--- config.mk ---
export PLATFORM = sky130hd
export DESIGN_NAME = if_fetch_stage_flat
export DESIGN_NICKNAME = d
export VERILOG_FILES = /design/src/rtl/if_fetch_stage_if.sv /design/src/rtl/if_fetch_stage.sv /design/src/flat_wrapper.sv
export SDC_FILE = /design/constraint.sdc
export NUM_CORES = 1
export LEC_CHECK = 0
export CORE_ASPECT_RATIO = 1.25
export CORE_MARGIN = 10
export CORE_UTILIZATION = 51
export DETAILED_ROUTE_END_ITERATION = 10
export GPL_ROUTABILITY_DRIVEN = 0
export PLACE_DENSITY = 0.85
export SYNTH_ARGS = -nofsm -noshare
export SYNTH_HDL_FRONTEND = slang
export SYNTH_SLANG_ARGS = --single-unit
--- constraint.sdc ---
create_clock -name clk -period 4.94 [get_ports clk]
set_input_delay 0.741 -clock clk [delete_from_list [all_inputs] [get_ports clk]]
set_output_delay 0.741 -clock clk [all_outputs]
set_load 0.01 [all_outputs]
--- src/rtl/if_fetch_stage_if.sv ---
// Instruction-memory fetch bus between if_fetch_stage (master) and instruction memory (slave).
// Carries one-outstanding request/response traffic: req/addr out, rvalid/rdata back.
interface if_fetch_stage_if #(
  parameter int unsigned DATA_WIDTH = 32
);
  logic                  imem_req;
  logic [DATA_WIDTH-1:0] imem_addr;
  logic                  imem_rvalid;
  logic [DATA_WIDTH-1:0] imem_rdata;

  modport master (
    output imem_req,
    output imem_addr,
    input  imem_rvalid,
    input  imem_rdata
  );

  modport slave (
    input  imem_req,
    input  imem_addr,
    output imem_rvalid,
    output imem_rdata
  );
endinterface

--- src/rtl/if_fetch_stage.sv ---
// Instruction-fetch stage plus IF/ID register: owns the PC, one fetch in flight, stall/flush handling.
// Optional performance counters are built only when IF_PERF_CNT_EN is defined.
module if_fetch_stage #(
  parameter int unsigned           DATA_WIDTH = 32,
  parameter logic [DATA_WIDTH-1:0] RESET_PC   = 32'h0000_0000,
  parameter logic [DATA_WIDTH-1:0] NOP_INSTR  = 32'h0000_0013
) (
  input  logic                  clk,
  input  logic                  rst,
  if_fetch_stage_if.master      imem,
  input  logic                  stall_i,
  input  logic                  flush_i,
  input  logic [DATA_WIDTH-1:0] redirect_pc_i,
  output logic [DATA_WIDTH-1:0] id_instr,
  output logic [DATA_WIDTH-1:0] id_pc,
  output logic                  id_valid
`ifdef IF_PERF_CNT_EN
  ,
  output logic [31:0]           perf_fetch_cnt,
  output logic [31:0]           perf_bubble_cnt
`endif
);

  typedef enum logic [1:0] {S_REQ, S_WAIT, S_HOLD, S_DROP} state_t;

  state_t                state_q, state_d;
  logic [DATA_WIDTH-1:0] pc_q, pc_d;
  logic [DATA_WIDTH-1:0] hold_instr_q, hold_instr_d;
  logic [DATA_WIDTH-1:0] id_instr_q, id_instr_d;
  logic [DATA_WIDTH-1:0] id_pc_q, id_pc_d;
  logic                  id_valid_q, id_valid_d;
  logic                  load_new;
  logic [DATA_WIDTH-1:0] new_instr;

  // The request strobe is suppressed while rst is high so the first pulse lands on the first free cycle.
  assign imem.imem_req  = (state_q == S_REQ) && !rst;
  assign imem.imem_addr = pc_q;
  assign id_instr       = id_instr_q;
  assign id_pc          = id_pc_q;
  assign id_valid       = id_valid_q;

  always_comb begin
    state_d      = state_q;
    pc_d         = pc_q;
    hold_instr_d = hold_instr_q;
    id_instr_d   = id_instr_q;
    id_pc_d      = id_pc_q;
    id_valid_d   = id_valid_q;
    load_new     = 1'b0;
    new_instr    = imem.imem_rdata;

    unique case (state_q)
      S_REQ:  state_d = S_WAIT;
      S_WAIT: begin
        if (imem.imem_rvalid) begin
          if (!stall_i) begin
            load_new = 1'b1;
            state_d  = S_REQ;
          end else begin
            hold_instr_d = imem.imem_rdata;
            state_d      = S_HOLD;
          end
        end
      end
      S_HOLD: begin
        if (!stall_i) begin
          load_new  = 1'b1;
          new_instr = hold_instr_q;
          state_d   = S_REQ;
        end
      end
      S_DROP: if (imem.imem_rvalid) state_d = S_REQ;
      default: state_d = S_REQ;
    endcase

    if (load_new) begin
      id_instr_d = new_instr;
      id_pc_d    = pc_q;
      id_valid_d = 1'b1;
      pc_d       = pc_q + DATA_WIDTH'(4);
    end else if (!stall_i) begin
      id_instr_d = NOP_INSTR;
      id_valid_d = 1'b0;
    end

    // Flush overrides everything; a still-outstanding response must be swallowed in S_DROP.
    if (flush_i) begin
      pc_d         = redirect_pc_i & ~DATA_WIDTH'(3);
      id_instr_d   = NOP_INSTR;
      id_pc_d      = id_pc_q;
      id_valid_d   = 1'b0;
      hold_instr_d = NOP_INSTR;
      unique case (state_q)
        S_REQ:   state_d = S_DROP;
        S_WAIT:  state_d = imem.imem_rvalid ? S_REQ : S_DROP;
        S_HOLD:  state_d = S_REQ;
        S_DROP:  state_d = imem.imem_rvalid ? S_REQ : S_DROP;
        default: state_d = S_REQ;
      endcase
    end
  end

  always_ff @(posedge clk) begin
    if (rst) begin
      state_q    <= S_REQ;
      pc_q       <= RESET_PC;
      id_instr_q <= NOP_INSTR;
      id_pc_q    <= '0;
      id_valid_q <= 1'b0;
    end else begin
      state_q    <= state_d;
      pc_q       <= pc_d;
      id_instr_q <= id_instr_d;
      id_pc_q    <= id_pc_d;
      id_valid_q <= id_valid_d;
    end
  end

  always_ff @(posedge clk) begin
    hold_instr_q <= hold_instr_d;
  end

`ifdef IF_PERF_CNT_EN
  logic [31:0] perf_fetch_q, perf_fetch_d;
  logic [31:0] perf_bubble_q, perf_bubble_d;

  always_comb begin
    perf_fetch_d  = perf_fetch_q;
    perf_bubble_d = perf_bubble_q;
    if (load_new && !flush_i) perf_fetch_d = perf_fetch_q + 32'd1;
    if (!id_valid_q && !stall_i) perf_bubble_d = perf_bubble_q + 32'd1;
  end

  always_ff @(posedge clk) begin
    if (rst) begin
      perf_fetch_q  <= '0;
      perf_bubble_q <= '0;
    end else begin
      perf_fetch_q  <= perf_fetch_d;
      perf_bubble_q <= perf_bubble_d;
    end
  end

  assign perf_fetch_cnt  = perf_fetch_q;
  assign perf_bubble_cnt = perf_bubble_q;
`endif

endmodule

--- src/flat_wrapper.sv ---
// flat-port wrapper written by rule: the top's interface ports become plain ports
module if_fetch_stage_flat 
#(
  parameter int unsigned           DATA_WIDTH = 32,
  parameter logic [DATA_WIDTH-1:0] RESET_PC   = 32'h0000_0000,
  parameter logic [DATA_WIDTH-1:0] NOP_INSTR  = 32'h0000_0013
)
  (clk, rst, stall_i, flush_i, redirect_pc_i, id_instr, id_pc, id_valid, imem_imem_req, imem_imem_addr, imem_imem_rvalid, imem_imem_rdata);
  if_fetch_stage_if #(.DATA_WIDTH(DATA_WIDTH)) imem_i ();
  input  logic clk;
  input  logic rst;
  input  logic stall_i;
  input  logic flush_i;
  input  logic [DATA_WIDTH-1:0] redirect_pc_i;
  output logic [DATA_WIDTH-1:0] id_instr;
  output logic [DATA_WIDTH-1:0] id_pc;
  output logic id_valid;
  output wire logic [$bits(imem_i.imem_req)-1:0] imem_imem_req;
  output wire logic [$bits(imem_i.imem_addr)-1:0] imem_imem_addr;
  input wire logic [$bits(imem_i.imem_rvalid)-1:0] imem_imem_rvalid;
  input wire logic [$bits(imem_i.imem_rdata)-1:0] imem_imem_rdata;
  assign imem_imem_req = imem_i.imem_req;
  assign imem_imem_addr = imem_i.imem_addr;
  assign imem_i.imem_rvalid = imem_imem_rvalid;
  assign imem_i.imem_rdata = imem_imem_rdata;
  if_fetch_stage #(.DATA_WIDTH(DATA_WIDTH), .RESET_PC(RESET_PC), .NOP_INSTR(NOP_INSTR)) u_core (.clk(clk), .rst(rst), .imem(imem_i), .stall_i(stall_i), .flush_i(flush_i), .redirect_pc_i(redirect_pc_i), .id_instr(id_instr), .id_pc(id_pc), .id_valid(id_valid));
endmodule
======== Word-level counts from Yosys, hierarchy flattened ========
Cells that the tools add are included.
operators by class
  add/sub/neg operators ................... 1
  eq/ne operators ......................... 7
  mux-type cells .......................... 19
  bitwise logic cells ..................... 1
  reductions and logical operators ........ 9
operators with widths
  operator                                                         count
  32-bit two-way mux                                               6
  32-bit by 3-bit adder with 32-bit output, second input constant  1
  2-bit two-way mux                                                6
  3-bit != test, second input constant                             3
  2-bit one-hot mux with 4 select lines                            1
  2-bit one-hot mux with 3 select lines                            1
  2-bit == test, second input constant                             2
  1-bit two-way mux                                                4
  2-bit AND reduction                                              2
  2-bit OR reduction                                               2
  3-bit AND reduction                                              1
  2-bit by 1-bit == test with 1-bit output, second input constant  1
  2-bit logical NOT                                                1
  2-bit by 1-bit != test with 1-bit output, second input constant  1
  1-bit one-hot mux with 2 select lines                            1
  2-bit nonzero test                                               1
  1-bit logical AND                                                1
  1-bit logical NOT                                                1
  1-bit inverter                                                   1
storage, ports and cells
  register bits after elaboration ......... 131

======== Longest topological paths before layout ========
  depth after elaboration ................. 5
  mapped depth ............................ 9
  depth with buffers taken out ............ 6

======== Worst setup path after synthesis ========
No wires, ideal clock.
  path type ............................... input -> output
  start ................................... input port rst
  end ..................................... output port imem_imem_req
  data arrival time ....................... 1.344 ns
  data required time ...................... 4.199 ns
  slack ................................... 2.855 ns
  stages .................................. 3
  path buffers ............................ 2
  path through ............................ clkbuf_1 -> clkbuf_1 -> nor2b_1
between the ends
  longest elaborated chain between the ends .. 2
ends and longest elaborated chain
  item                RTL line              text
  start: declaration  flat_wrapper.sv:11    input logic rst;
  1-bit logical NOT   if_fetch_stage.sv:36  assign imem.imem_req = (state_q == S_REQ) && !rst;
  1-bit logical AND   if_fetch_stage.sv:36
  end: declaration    flat_wrapper.sv:18    output wire logic [$bits(imem_i.imem_req)-1:0] imem_imem_req;
Every way passes these cells.

======== Worst setup path after layout ========
  start ................................... input port stall_i
  end ..................................... register u_core.id_pc_q[10], in the netlist u_core.id_pc[10]
between the ends
  longest elaborated chain between the ends .. 4
ends and longest elaborated chain
  item                                     RTL line                                    text
  start: declaration                       flat_wrapper.sv:12                          input logic stall_i;
  1-bit two-way mux *                      if_fetch_stage.sv:56, if_fetch_stage.sv:66
  1-bit two-way mux                        if_fetch_stage.sv:55                        if (imem.imem_rvalid) begin
  1-bit one-hot mux with 2 select lines *  if_fetch_stage.sv:52                        unique case (state_q)
  2-bit AND reduction (no source line) *   -
  end signal: assignment                   if_fetch_stage.sv:114                       id_pc_q <= id_pc_d;
  end: declaration                         if_fetch_stage.sv:30                        logic [DATA_WIDTH-1:0] id_pc_q, id_pc_d;
Every way passes the cells marked *; elsewhere a longest branch is shown, timed or not.
A chain may end at the register's enable or synchronous reset.

==> metrics.cfg <==
[worst_setup_path]
crit_type = input pin to register
critPathMaxFanout = 32
cp.arrival_ns = 3.09
start_kind = input pin
endpoint_kind = register
cp_data_required_time_ns = 5.21
ff2ff_path_depth = 6

[route]
avgViaCountPerCell = 5.947
drc = 0
drt_iter0_drc = 298
firstDrtPassIters = 5
wl_per_cell_microns = 18.86
postRouteWirelength_microns = 17910
ant_nets = 0
dr_total_vias = 5650

[yosys]
synth_simple_gate_area_share_pct = 22.24
synth_top_area_share_pct = 44.79
netlist_area_sq_mm = 0.005677
ys_types = 52
synthAdderAreaFrac_pct = 1.102
synth.avg_cell_area_sq_um = 8.511
synth_top_family_by_area = simple AND/OR/NAND/NOR gates
yosysWarnings = 0
synth.most_common_cell = dfxtp_1
synthArstFlopShare_pct = 0
synth_compound_area_share_pct = 20.56
synth.mux.area_fraction_pct = 5.488
synth-xor-area-share_pct = 0.7714
synth-seq-cells = 127
synthTopCellsByArea = dfxtp_1 45%, nor2_1 6.0%, nand2_1 5.8%
synth_cells = 667
seq_area_frac_synth_pct = 44.79
synth_edf_count = 0
synthTopCellsByCount = 127 x dfxtp_1, 91 x nor2_1, 87 x nand2_1, 35 x a21oi_1, 34 x clkbuf_1
yosysTopAreaCell = dfxtp_1
synth-main-ff-cell = dfxtp_1

[clock_network]
cts.clk_slew.worst_paths_ns = 0.06
worstSkewPairLatency_ns = 0.41
cts-resized-gates = 0
cts_hold_buf = 0
ctsLongestPathBuffers = 2
postCtsSetupBuffers = 0
htree_num_levels = 4
cts_sinks = 127
cts_buffers = 17
clock-root-buffer = clkbuf_16
tritoncts = yes

[floorplanning]
die_w_microns = 114.4
coreArea_sq_mm = 0.01098
dieHeight_microns = 138.0
initial_core_util_pct = 51.72
row_count = 43
die-area_sq_mm = 0.01578
io_pins = 167

[power_and_ir_drop]
power_density_mw_per_mm2 = 351.8
intPower_w = 0.002081
pwr-share-seq_pct = 39.7
clockPowerShare_pct = 47.9
swShare_pct = 25.31
power.switching_w = 0.0007053
p_leak_nw = 2.755
power.share.combinational_pct = 12.4
ir_worst_vdd_uv = 278.4

[timing]
slew_headroom_pct = 46.45
min_period_over_period_pct = 57.20
setup_viol = 0
min_period_ns = 2.826
fin_ws_ns = 2.114
hold_slack_ns = 0.4531
maxSlewViolCount = 0
hold_viol = 0
skew_ns = 0.01662
fmax_mhz = 353.9
worstMarginPinSlew_ns = 0.8020
setup_tns_ns = 0
rsz0062_at_grt = no

[grt]
met1_usage_pct = 25.19
grt_max_degree = 72
use_met3_pct = 7.100
grt_pass1_wl_microns = 28750
antenna_found_initial = 0
grt_pass1_vias = 5731
grt.met2_usage_pct = 38.53
grt-ovfl-total = 0
grtUsageTotal_pct = 22.07
top_usage_layer = met2

[layout]
final_area_sq_mm = 0.007921
fin_nets = 876
area_growth_pct = 39.54
diodes = 0
drive_above_1_share_pct = 6.503
fin_cells = 950

[placed_design]
post_dp_cell_area_sq_mm = 0.007288
io_buffers = 160
dp_cells = 918
pre_cts_ws_ns = 1.702
hpwl_microns = 12470

[flow_run]
maxCapViolCount = 0

[hold_path]
hp-class = register to register
holdPathStages = 2

[outcome]
status = finished, final reports clean

[per-stage QoR]
step | utilization (%) | power, W
4_1_cts | 72.17 | 0.002792
2_1_floorplan | - | 0.001306
6_report | 72.17 | 0.002786
3_5_place_dp | 66.40 | 0.001468
5_1_grt | 72.17 | 0.002867
3_3_place_gp | 66.40 | 0.001455
[cell families after synthesis]
| logic type | after synthesis |
|---|---|
| xor gates and xnor gates | 5 |
| and+or+nand+nor | 268 |
| DFF | 127 |
| muxes | 31 |
| other | 1 |
| adders and majority gates | 5 |
| buffers and inverters | 69 |
| AOI/OAI and AO/OA | 161 |
[final timing paths]
kind / from / end / slack [ns]
hold reg to reg: u_core.hold_instr_q[8]$_SDFFE_PP0P_ / u_core.hold_instr_q[8]$_SDFFE_PP0P_ / 0.45
setup / recovery: stall_i / u_core.id_pc[10]$_SDFFE_PP0P_ / 2.11
setup reg to reg: u_core.state_q[0]$_SDFFE_PP0P_ / u_core.imem.imem_addr[21]$_SDFFE_PP0P_ / 2.44
hold / removal: u_core.hold_instr_q[8]$_SDFFE_PP0P_ / u_core.hold_instr_q[8]$_SDFFE_PP0P_ / 0.45
[power groups by stage]
| stage | logic (W) | registers (W) | clock network (W) |
|---|---|---|---|
| floorplan | 0.000180 | 0.00113 | 0 |
| global placement | 0.000332 | 0.00112 | 0 |
| detailed placement | 0.000342 | 0.00113 | 0 |
| CTS | 0.000344 | 0.00110 | 0.00134 |
| global route | 0.000373 | 0.00111 | 0.00138 |
| finish | 0.000345 | 0.00111 | 0.00134 |
[per-layer routing]
layer  up-vias  part of all wire, %
met5         -                    0
met4         0                  1.0
met3        20                  8.7
met2       230                   51
met1      2733                   39
li1       2667                    -
[critical path: stages]
cell,delay (ns)
clkdlybuf4s50_1,0.67
buf_4,0.39
nand2b_1,0.28
nor3_2,0.18
buf_4,0.48
mux2i_1,0.27
nor2_1,0.06
[state kept, by name, indices dropped and copies added, names as in the netlist]
| name | flops |
|---|---|
| u_core.state_q | 2 |
| u_core.id_instr | 32 |
| u_core.hold_instr_q | 32 |
| u_core.imem.imem_addr | 30 |
| u_core.id_valid | 1 |
| u_core.id_pc | 30 |
[placed cells by master (no fill, tap or decap), types with 8 or more instances in the layout]
master           Yosys  final
a22oi_1             29     29
or4_1               11     11
a311oi_1            17     17
inv_1               12     12
o31ai_1             11     11
mux2i_1             30     30
nand4_1             10     10
nand3_1             16     16
clkbuf_16            0     17
dfxtp_1            127    127
nor2_1              91     90
o21ai_0             11     11
nand2_1             87     87
and4_1               8      8
a21oi_1             35     35
buf_4                4      8
a22o_1              31     31
clkdlybuf4s50_1      0    158
[final cells by class]
class	count	area, sq um
Clock buffer	17	425.4
Clock inverter	15	207.7
Fill cell	842	3054
Inverter	14	52.55
Multi-Input combinational cell	474	2873
Sequential cell	127	2542
Tap cell	135	168.9
Timing Repair Buffer	168	1652
Note: power is estimated with default switching activity, not from simulation.
